<file path="config.mk">
export PLATFORM = sky130hd
export DESIGN_NAME = spi_slave_rx_flat
export DESIGN_NICKNAME = d
export VERILOG_FILES = /design/src/rtl/spi_slave_rx_if.sv /design/src/rtl/spi_slave_rx.sv /design/src/flat_wrapper.sv
export SDC_FILE = /design/constraint.sdc
export NUM_CORES = 1
export LEC_CHECK = 0
export CAP_MARGIN = 20
export CORE_UTILIZATION = 47
export CTS_CLUSTER_DIAMETER = 120
export DETAILED_ROUTE_END_ITERATION = 7
export PLACE_DENSITY = 0.74
export SETUP_SLACK_MARGIN = 0.4
export SLEW_MARGIN = 20
export SYNTH_ARGS = -nofsm -noshare
export SYNTH_HDL_FRONTEND = slang
export SYNTH_SLANG_ARGS = --single-unit
</file>
<file path="constraint.sdc">
create_clock -name clk -period 1.4 [get_ports clk]
set_input_delay 0.21 -clock clk [delete_from_list [all_inputs] [get_ports clk]]
set_output_delay 0.21 -clock clk [all_outputs]
set_load 0.02 [all_outputs]
</file>
<file path="src/rtl/spi_slave_rx_if.sv">
// Bundle of the SPI pins and the received-word handshake between the SPI slave
// receiver and its environment.
`timescale 1ns/1ps

interface spi_slave_rx_if #(
  parameter int DATA_WIDTH = 8
);
  logic                  sclk;
  logic                  cs;
  logic                  mosi;
  logic [DATA_WIDTH-1:0] data_out;
  logic                  data_valid;
  logic                  data_ready;
  logic                  overrun;
  logic                  frame_err;
  logic                  busy;

  modport slave (
    input  sclk,
    input  cs,
    input  mosi,
    input  data_ready,
    output data_out,
    output data_valid,
    output overrun,
    output frame_err,
    output busy
  );

  modport master (
    output sclk,
    output cs,
    output mosi,
    output data_ready,
    input  data_out,
    input  data_valid,
    input  overrun,
    input  frame_err,
    input  busy
  );
endinterface

</file>
<file path="src/rtl/spi_slave_rx.sv">
// SPI mode-0 slave receiver: oversamples sclk/cs/mosi in the clk domain and
// delivers MSB-first words on a valid/ready port with overrun and framing flags.
`timescale 1ns/1ps

module spi_slave_rx #(
  parameter int DATA_WIDTH  = 8,
  parameter int SYNC_STAGES = 2
) (
  input  logic          clk,
  input  logic          rst,
  spi_slave_rx_if.slave bus
);

  localparam int                CNT_W    = (DATA_WIDTH > 2) ? $clog2(DATA_WIDTH) : 1;
  localparam logic [CNT_W-1:0] LAST_BIT = CNT_W'(DATA_WIDTH - 1);

  typedef enum logic {
    IDLE  = 1'b0,
    SHIFT = 1'b1
  } state_t;

  state_t r_state;
  state_t w_nextState;

  logic [SYNC_STAGES-1:0] r_sclkSync;
  logic [SYNC_STAGES-1:0] r_csSync;
  logic [SYNC_STAGES-1:0] r_mosiSync;
  logic                   r_sclkPrev;
  logic                   r_csPrev;

  logic [CNT_W-1:0]       r_bitCnt;
  // Only the low DATA_WIDTH-1 bits are kept; the oldest bit leaves straight into data_out.
  logic [DATA_WIDTH-2:0]  r_shiftReg;
  logic [DATA_WIDTH-1:0]  r_dataOut;
  logic                   r_dataValid;
  logic                   r_overrun;
  logic                   r_frameErr;

  logic                   w_sclk;
  logic                   w_cs;
  logic                   w_mosi;
  logic                   w_sclkRise;
  logic                   w_csRise;
  logic                   w_csFall;
  logic                   w_busy;
  logic                   w_bitStrobe;
  logic                   w_wordDone;
  logic                   w_frameAbort;
  logic [DATA_WIDTH-1:0]  w_shiftNext;

  always_ff @(posedge clk or posedge rst) begin
    if (rst) begin
      r_sclkSync <= '0;
      r_csSync   <= '0;
      r_mosiSync <= '0;
      r_sclkPrev <= 1'b0;
      r_csPrev   <= 1'b0;
    end else begin
      r_sclkSync <= {r_sclkSync[SYNC_STAGES-2:0], bus.sclk};
      r_csSync   <= {r_csSync[SYNC_STAGES-2:0], bus.cs};
      r_mosiSync <= {r_mosiSync[SYNC_STAGES-2:0], bus.mosi};
      r_sclkPrev <= r_sclkSync[SYNC_STAGES-1];
      r_csPrev   <= r_csSync[SYNC_STAGES-1];
    end
  end

  assign w_sclk     = r_sclkSync[SYNC_STAGES-1];
  assign w_cs       = r_csSync[SYNC_STAGES-1];
  assign w_mosi     = r_mosiSync[SYNC_STAGES-1];
  assign w_sclkRise = w_sclk & ~r_sclkPrev;
  assign w_csRise   = w_cs & ~r_csPrev;
  assign w_csFall   = ~w_cs & r_csPrev;

  always_ff @(posedge clk or posedge rst) begin
    if (rst) begin
      r_state <= IDLE;
    end else begin
      r_state <= w_nextState;
    end
  end

  always_comb begin
    w_nextState = r_state;
    case (r_state)
      IDLE:    if (w_csFall) w_nextState = SHIFT;
      SHIFT:   if (w_csRise) w_nextState = IDLE;
      default: w_nextState = IDLE;
    endcase
  end

  // A cs rise outranks an sclk rise seen in the same cycle, so that bit is dropped.
  always_comb begin
    w_busy       = (r_state == SHIFT);
    w_bitStrobe  = (r_state == SHIFT) && w_sclkRise && !w_csRise;
    w_wordDone   = w_bitStrobe && (r_bitCnt == LAST_BIT);
    w_frameAbort = (r_state == SHIFT) && w_csRise && (r_bitCnt != '0);
    w_shiftNext  = {r_shiftReg, w_mosi};
  end

  always_ff @(posedge clk or posedge rst) begin
    if (rst) begin
      r_bitCnt    <= '0;
      r_shiftReg  <= '0;
      r_dataOut   <= '0;
      r_dataValid <= 1'b0;
      r_overrun   <= 1'b0;
      r_frameErr  <= 1'b0;
    end else begin
      r_overrun  <= 1'b0;
      r_frameErr <= w_frameAbort;

      if (r_state == IDLE) begin
        if (w_csFall) begin
          r_bitCnt   <= '0;
          r_shiftReg <= '0;
        end
      end else if (w_csRise) begin
        r_bitCnt <= '0;
      end else if (w_bitStrobe) begin
        r_shiftReg <= w_shiftNext[DATA_WIDTH-2:0];
        r_bitCnt   <= w_wordDone ? '0 : r_bitCnt + 1'b1;
      end

      if (w_wordDone) begin
        r_dataOut   <= w_shiftNext;
        r_dataValid <= 1'b1;
        r_overrun   <= r_dataValid & ~bus.data_ready;
      end else if (r_dataValid && bus.data_ready) begin
        r_dataValid <= 1'b0;
      end
    end
  end

  assign bus.data_out   = r_dataOut;
  assign bus.data_valid = r_dataValid;
  assign bus.overrun    = r_overrun;
  assign bus.frame_err  = r_frameErr;
  assign bus.busy       = w_busy;

endmodule
</file>
<file path="src/flat_wrapper.sv">
// flat-port wrapper written by rule: the top's interface ports become plain ports
module spi_slave_rx_flat 
#(
  parameter int DATA_WIDTH  = 8,
  parameter int SYNC_STAGES = 2
)
  (clk, rst, bus_sclk, bus_cs, bus_mosi, bus_data_ready, bus_data_out, bus_data_valid, bus_overrun, bus_frame_err, bus_busy);
  spi_slave_rx_if #(.DATA_WIDTH(DATA_WIDTH)) bus_i ();
  input  logic clk;
  input  logic rst;
  input wire logic [$bits(bus_i.sclk)-1:0] bus_sclk;
  input wire logic [$bits(bus_i.cs)-1:0] bus_cs;
  input wire logic [$bits(bus_i.mosi)-1:0] bus_mosi;
  input wire logic [$bits(bus_i.data_ready)-1:0] bus_data_ready;
  output wire logic [$bits(bus_i.data_out)-1:0] bus_data_out;
  output wire logic [$bits(bus_i.data_valid)-1:0] bus_data_valid;
  output wire logic [$bits(bus_i.overrun)-1:0] bus_overrun;
  output wire logic [$bits(bus_i.frame_err)-1:0] bus_frame_err;
  output wire logic [$bits(bus_i.busy)-1:0] bus_busy;
  assign bus_i.sclk = bus_sclk;
  assign bus_i.cs = bus_cs;
  assign bus_i.mosi = bus_mosi;
  assign bus_i.data_ready = bus_data_ready;
  assign bus_data_out = bus_i.data_out;
  assign bus_data_valid = bus_i.data_valid;
  assign bus_overrun = bus_i.overrun;
  assign bus_frame_err = bus_i.frame_err;
  assign bus_busy = bus_i.busy;
  spi_slave_rx #(.DATA_WIDTH(DATA_WIDTH), .SYNC_STAGES(SYNC_STAGES)) u_core (.clk(clk), .rst(rst), .bus(bus_i));
endmodule
</file>
==> Implementation_results.wiki <==
{| class="wikitable"
! Metric !! Value
|-
| Antenna violations before repair || 0
|-
| Slew at the pin closest to its max-slew limit || 368.8 ps
|-
| Launch instance of the worst register-to-register path || u_core.r_bitCnt[0]$_DFFE_PP0P_
|-
| Register area share after synthesis || 62.05%
|-
| Relative slew slack || 75.41%
|-
| Critical path fanouts, max || 5
|-
| Synthesized net count || 105
|-
| Final wirelength || 2.498 mm
|-
| Pins Over Slew Limit || 0
|-
| Via count || 936
|-
| Most used flip-flop cell after synthesis || sky130_fd_sc_hd__dfrtp_1
|-
| Vias in the first global route || 885
|-
| Fraction of registers with async set/reset || 100.0%
|-
| #FFs+latches synth || 30
|-
| Cell area after synthesis || 1210 µm²
|-
| Die width || 52.74 µm
|-
| Library cell with the highest instance count after synthesis || sky130_fd_sc_hd__dfrtp_1
|-
| Slowest stage delay, CP || 380 ps
|-
| Drt first pass iters || 4
|-
| CTS Root Buffer Type || sky130_fd_sc_hd__clkbuf_4
|-
| Data arrival time of the critical path || 1580 ps
|-
| EDFF count, synth || 0
|-
| Class of the most critical hold timing path || input pin to asynchronous set/reset pin
|-
| Gr usage total || 21.72%
|-
| First-pass GRT wire length || 4.022 mm
|-
| Cell family contributing the most delay on the critical path || flip-flops
|-
| Chip height || 52.74 µm
|-
| Sum of negative setup slack || 0 ps
|-
| Required arrival time at the worst endpoint || 1620 ps
|-
| Reported max-cap violation count || 0
|-
| Starting Density || 49.29%
|-
| Power density of the placed cells || 952.7 nW/µm²
|-
| Critical R2R Capture || u_core.bus.data_out[4]$_DFFE_PP0P_
|-
| Synth unique cells || 28
|-
| Type of the worst setup path || flip-flop to flip-flop
|-
| Synthesis warning total || 0
|-
| Leakage power of the design || 0.8625 nW
|-
| Number of vias per cell after detailed routing || 5.506
|-
| Input/output buffers || 17
|-
| Status || finished clean
|-
| HPWL after detailed placement || 1.392 mm
|-
| Number of endpoints with negative hold slack in the final report || 0
|-
| Smallest setup slack after layout || 36.93 ps
|-
| Number of hold buffers added after CTS || 0
|-
| Layout overhead on the synthesized area || 46.43%
|-
| Period utilisation layout || 97.36%
|-
| RSZ-0062 raised after global routing || true
|-
| R2R setup slack || 40 ps
|-
| Post-synthesis area per instance || 12.60 µm²
|-
| Final weighted congestion of routability-driven global placement || 0.7168
|-
| Final nets || 148
|-
| Die ar. || 2781 µm²
|-
| Master of the slowest instance on the critical path || sky130_fd_sc_hd__dfrtp_1
|-
| Worst ir drop on vdd || 802.8 µV
|-
| Area share of the leading cell type in the synthesized netlist || 62.05%
|-
| Yosys top cell by area || sky130_fd_sc_hd__dfrtp_1
|-
| Clock Skew || 14.02 ps
|-
| Num CTS Buffers || 5
|-
| Std-Cell Core Area || 2455 µm²
|-
| Antenna violation net count after detailed routing || 0
|-
| Clk sinks || 30
|-
| Clock tree from TritonCTS || done
|-
| Number of design-rule violations left by the first detailed-router iteration || 14
|-
| Element type at the critical path start || flip-flop
|-
| Post-Syn Instances || 96
|-
| Number of primary I/O pins || 18
|-
| Ranking of synthesized cells by instance count || sky130_fd_sc_hd__dfrtp_1, sky130_fd_sc_hd__nand4_1, sky130_fd_sc_hd__nand2_1, sky130_fd_sc_hd__o21ai_1
|-
| Maximum number of pins on one net before global-route repair || 31
|-
| Min Hold Slack || 245.6 ps
|-
| Final critical-path required period || 1363 ps
|-
| Count of buffer and inverter cells on the critical path || 0
|-
| Cell breakdown of the critical path || ha_2 -> ha_4 -> nand4_4 -> mux2_4
|-
| CTS H-tree depth || 2
|-
| Post-placement worst setup slack || -49.32 ps
|-
| Maximum count of clock buffers along a single path || 2
|-
| Total number of placement rows || 18
|-
| Leftover overflow at the end of global routing || 0
|-
| Number of endpoints failing setup at the final stage || 0
|-
| Count of antenna diodes in the layout || 0
|-
| Maximum clock rate || 0.7336 GHz
|-
| Post-layout power || 1.688 mW
|-
| Endpoint type of the worst setup path || flip-flop
|-
| Clock latency of the later-clocked register in the worst-skew pair || 330 ps
|-
| Fraction of final layout cells sized beyond drive strength 1 || 46.43%
|-
| Routed wire length per instance || 14.69 µm
|-
| R2r worst-path depth || 4
|-
| Clock-pin transition on the worst setup and hold timing paths || 90 ps
|-
| Biggest area contributors in the synthesized netlist || sky130_fd_sc_hd__dfrtp_1, sky130_fd_sc_hd__nand4_1, sky130_fd_sc_hd__mux2_1
|-
| Post-detailed-route DRC marker count || 0
|}
==> sequential cells by signal (all words and copies together) (netlist names), 2 cells and up <==
register and flops:
u_core.r_shiftReg 7, u_core.r_sclkSync 2, u_core.r_bitCnt 3, u_core.r_mosiSync 2
u_core.bus.data_out 8, u_core.r_csSync 2
==> where the power goes <==
part	internal (mW)	total [mW]	switching, mW
clock network	0.243	0.522	0.279
logic	0.121	0.241	0.120
registers	0.898	0.925	0.0268
total	1.26	1.69	0.426
==> area by class of cell <==
class	instances	area [µm²]
fillers	157	683.2
repair buffers	40	377.9
flip-flops and latches	30	752.0
clock inverters	1	5.005
well taps	30	37.54
clock buffers	7	55.05
multi-input cells	59	530.5
inverters	3	13.76
==> metrics by stage <==
stage | instance area (µm²) | instances | util [%]
floorplan | 1265 | 96 | -
detailed placement | 1479 | 144 | 60.24
global route | 1772 | 170 | 72.17
finish | 1772 | 170 | 72.17
global placement | 1479 | 144 | 60.24
CTS | 1742 | 167 | 70.95
==> worst reg2reg max path, stage by stage, from the launching register on <==
cell	delay (ps)
sky130_fd_sc_hd__dfrtp_1	380
sky130_fd_sc_hd__ha_2	200
sky130_fd_sc_hd__ha_4	180
sky130_fd_sc_hd__nand4_4	170
sky130_fd_sc_hd__mux2_4	340
==> worst max-delay path by stage <==
stage                                         from                                  to  slack, ps  depth (start not counted)
floorplan           u_core.r_bitCnt[0]$_DFFE_PP0P_  u_core.bus.data_out[0]$_DFFE_PP0P_         80                          4
global placement    u_core.r_bitCnt[0]$_DFFE_PP0P_  u_core.bus.data_out[0]$_DFFE_PP0P_         30                          4
detailed placement  u_core.r_bitCnt[0]$_DFFE_PP0P_  u_core.bus.data_out[1]$_DFFE_PP0P_        -50                          4
CTS                 u_core.r_bitCnt[0]$_DFFE_PP0P_  u_core.bus.data_out[4]$_DFFE_PP0P_         30                          4
global route        u_core.r_bitCnt[0]$_DFFE_PP0P_  u_core.bus.data_out[4]$_DFFE_PP0P_        -10                          4
finish              u_core.r_bitCnt[0]$_DFFE_PP0P_  u_core.bus.data_out[4]$_DFFE_PP0P_         40                          4
==> logic make-up (layout without fill, tap and decap cells) <==
family	after synthesis	after routing	share of synthesized area, %
compound gates	14	14	6.411
flops	30	30	62.05
simple gates	33	34	17.58
buf+inv	8	51	3.412
fa+ha+maj	3	3	3.103
mux	8	8	7.445
==> routing by layer <==
layer / wire length, µm / GRT usage, % / vias to the layer above / part of all wire (%)
met5: 0 / 0 / - / 0
met4: 69 / 15.35 / 0 / 2.8
met3: 140 / 6.377 / 7 / 5.6
met2: 1260 / 34.18 / 31 / 50
met1: 1027 / 25.05 / 474 / 41
li1: - / - / 424 / -
==> cell usage in the layout, fill, tap and decap left out, types with 5 or more instances in the layout <==
master,n
sky130_fd_sc_hd__buf_4,16
sky130_fd_sc_hd__buf_6,18
sky130_fd_sc_hd__clkbuf_4,5
sky130_fd_sc_hd__clkdlybuf4s50_1,5
sky130_fd_sc_hd__dfrtp_1,29
sky130_fd_sc_hd__mux2_4,8
sky130_fd_sc_hd__nand2_1,8
sky130_fd_sc_hd__nand4_1,9
sky130_fd_sc_hd__o21ai_1,7
==> timing repair <==
item / in CTS / in global routing
pin swaps: 6 / 2
buffers inserted: 13 / 3
resized for setup: 84 / 6
cloned: 2 / 0
setup endpoints to repair: 34 / 34
Note: power is estimated with default switching activity, not from simulation.
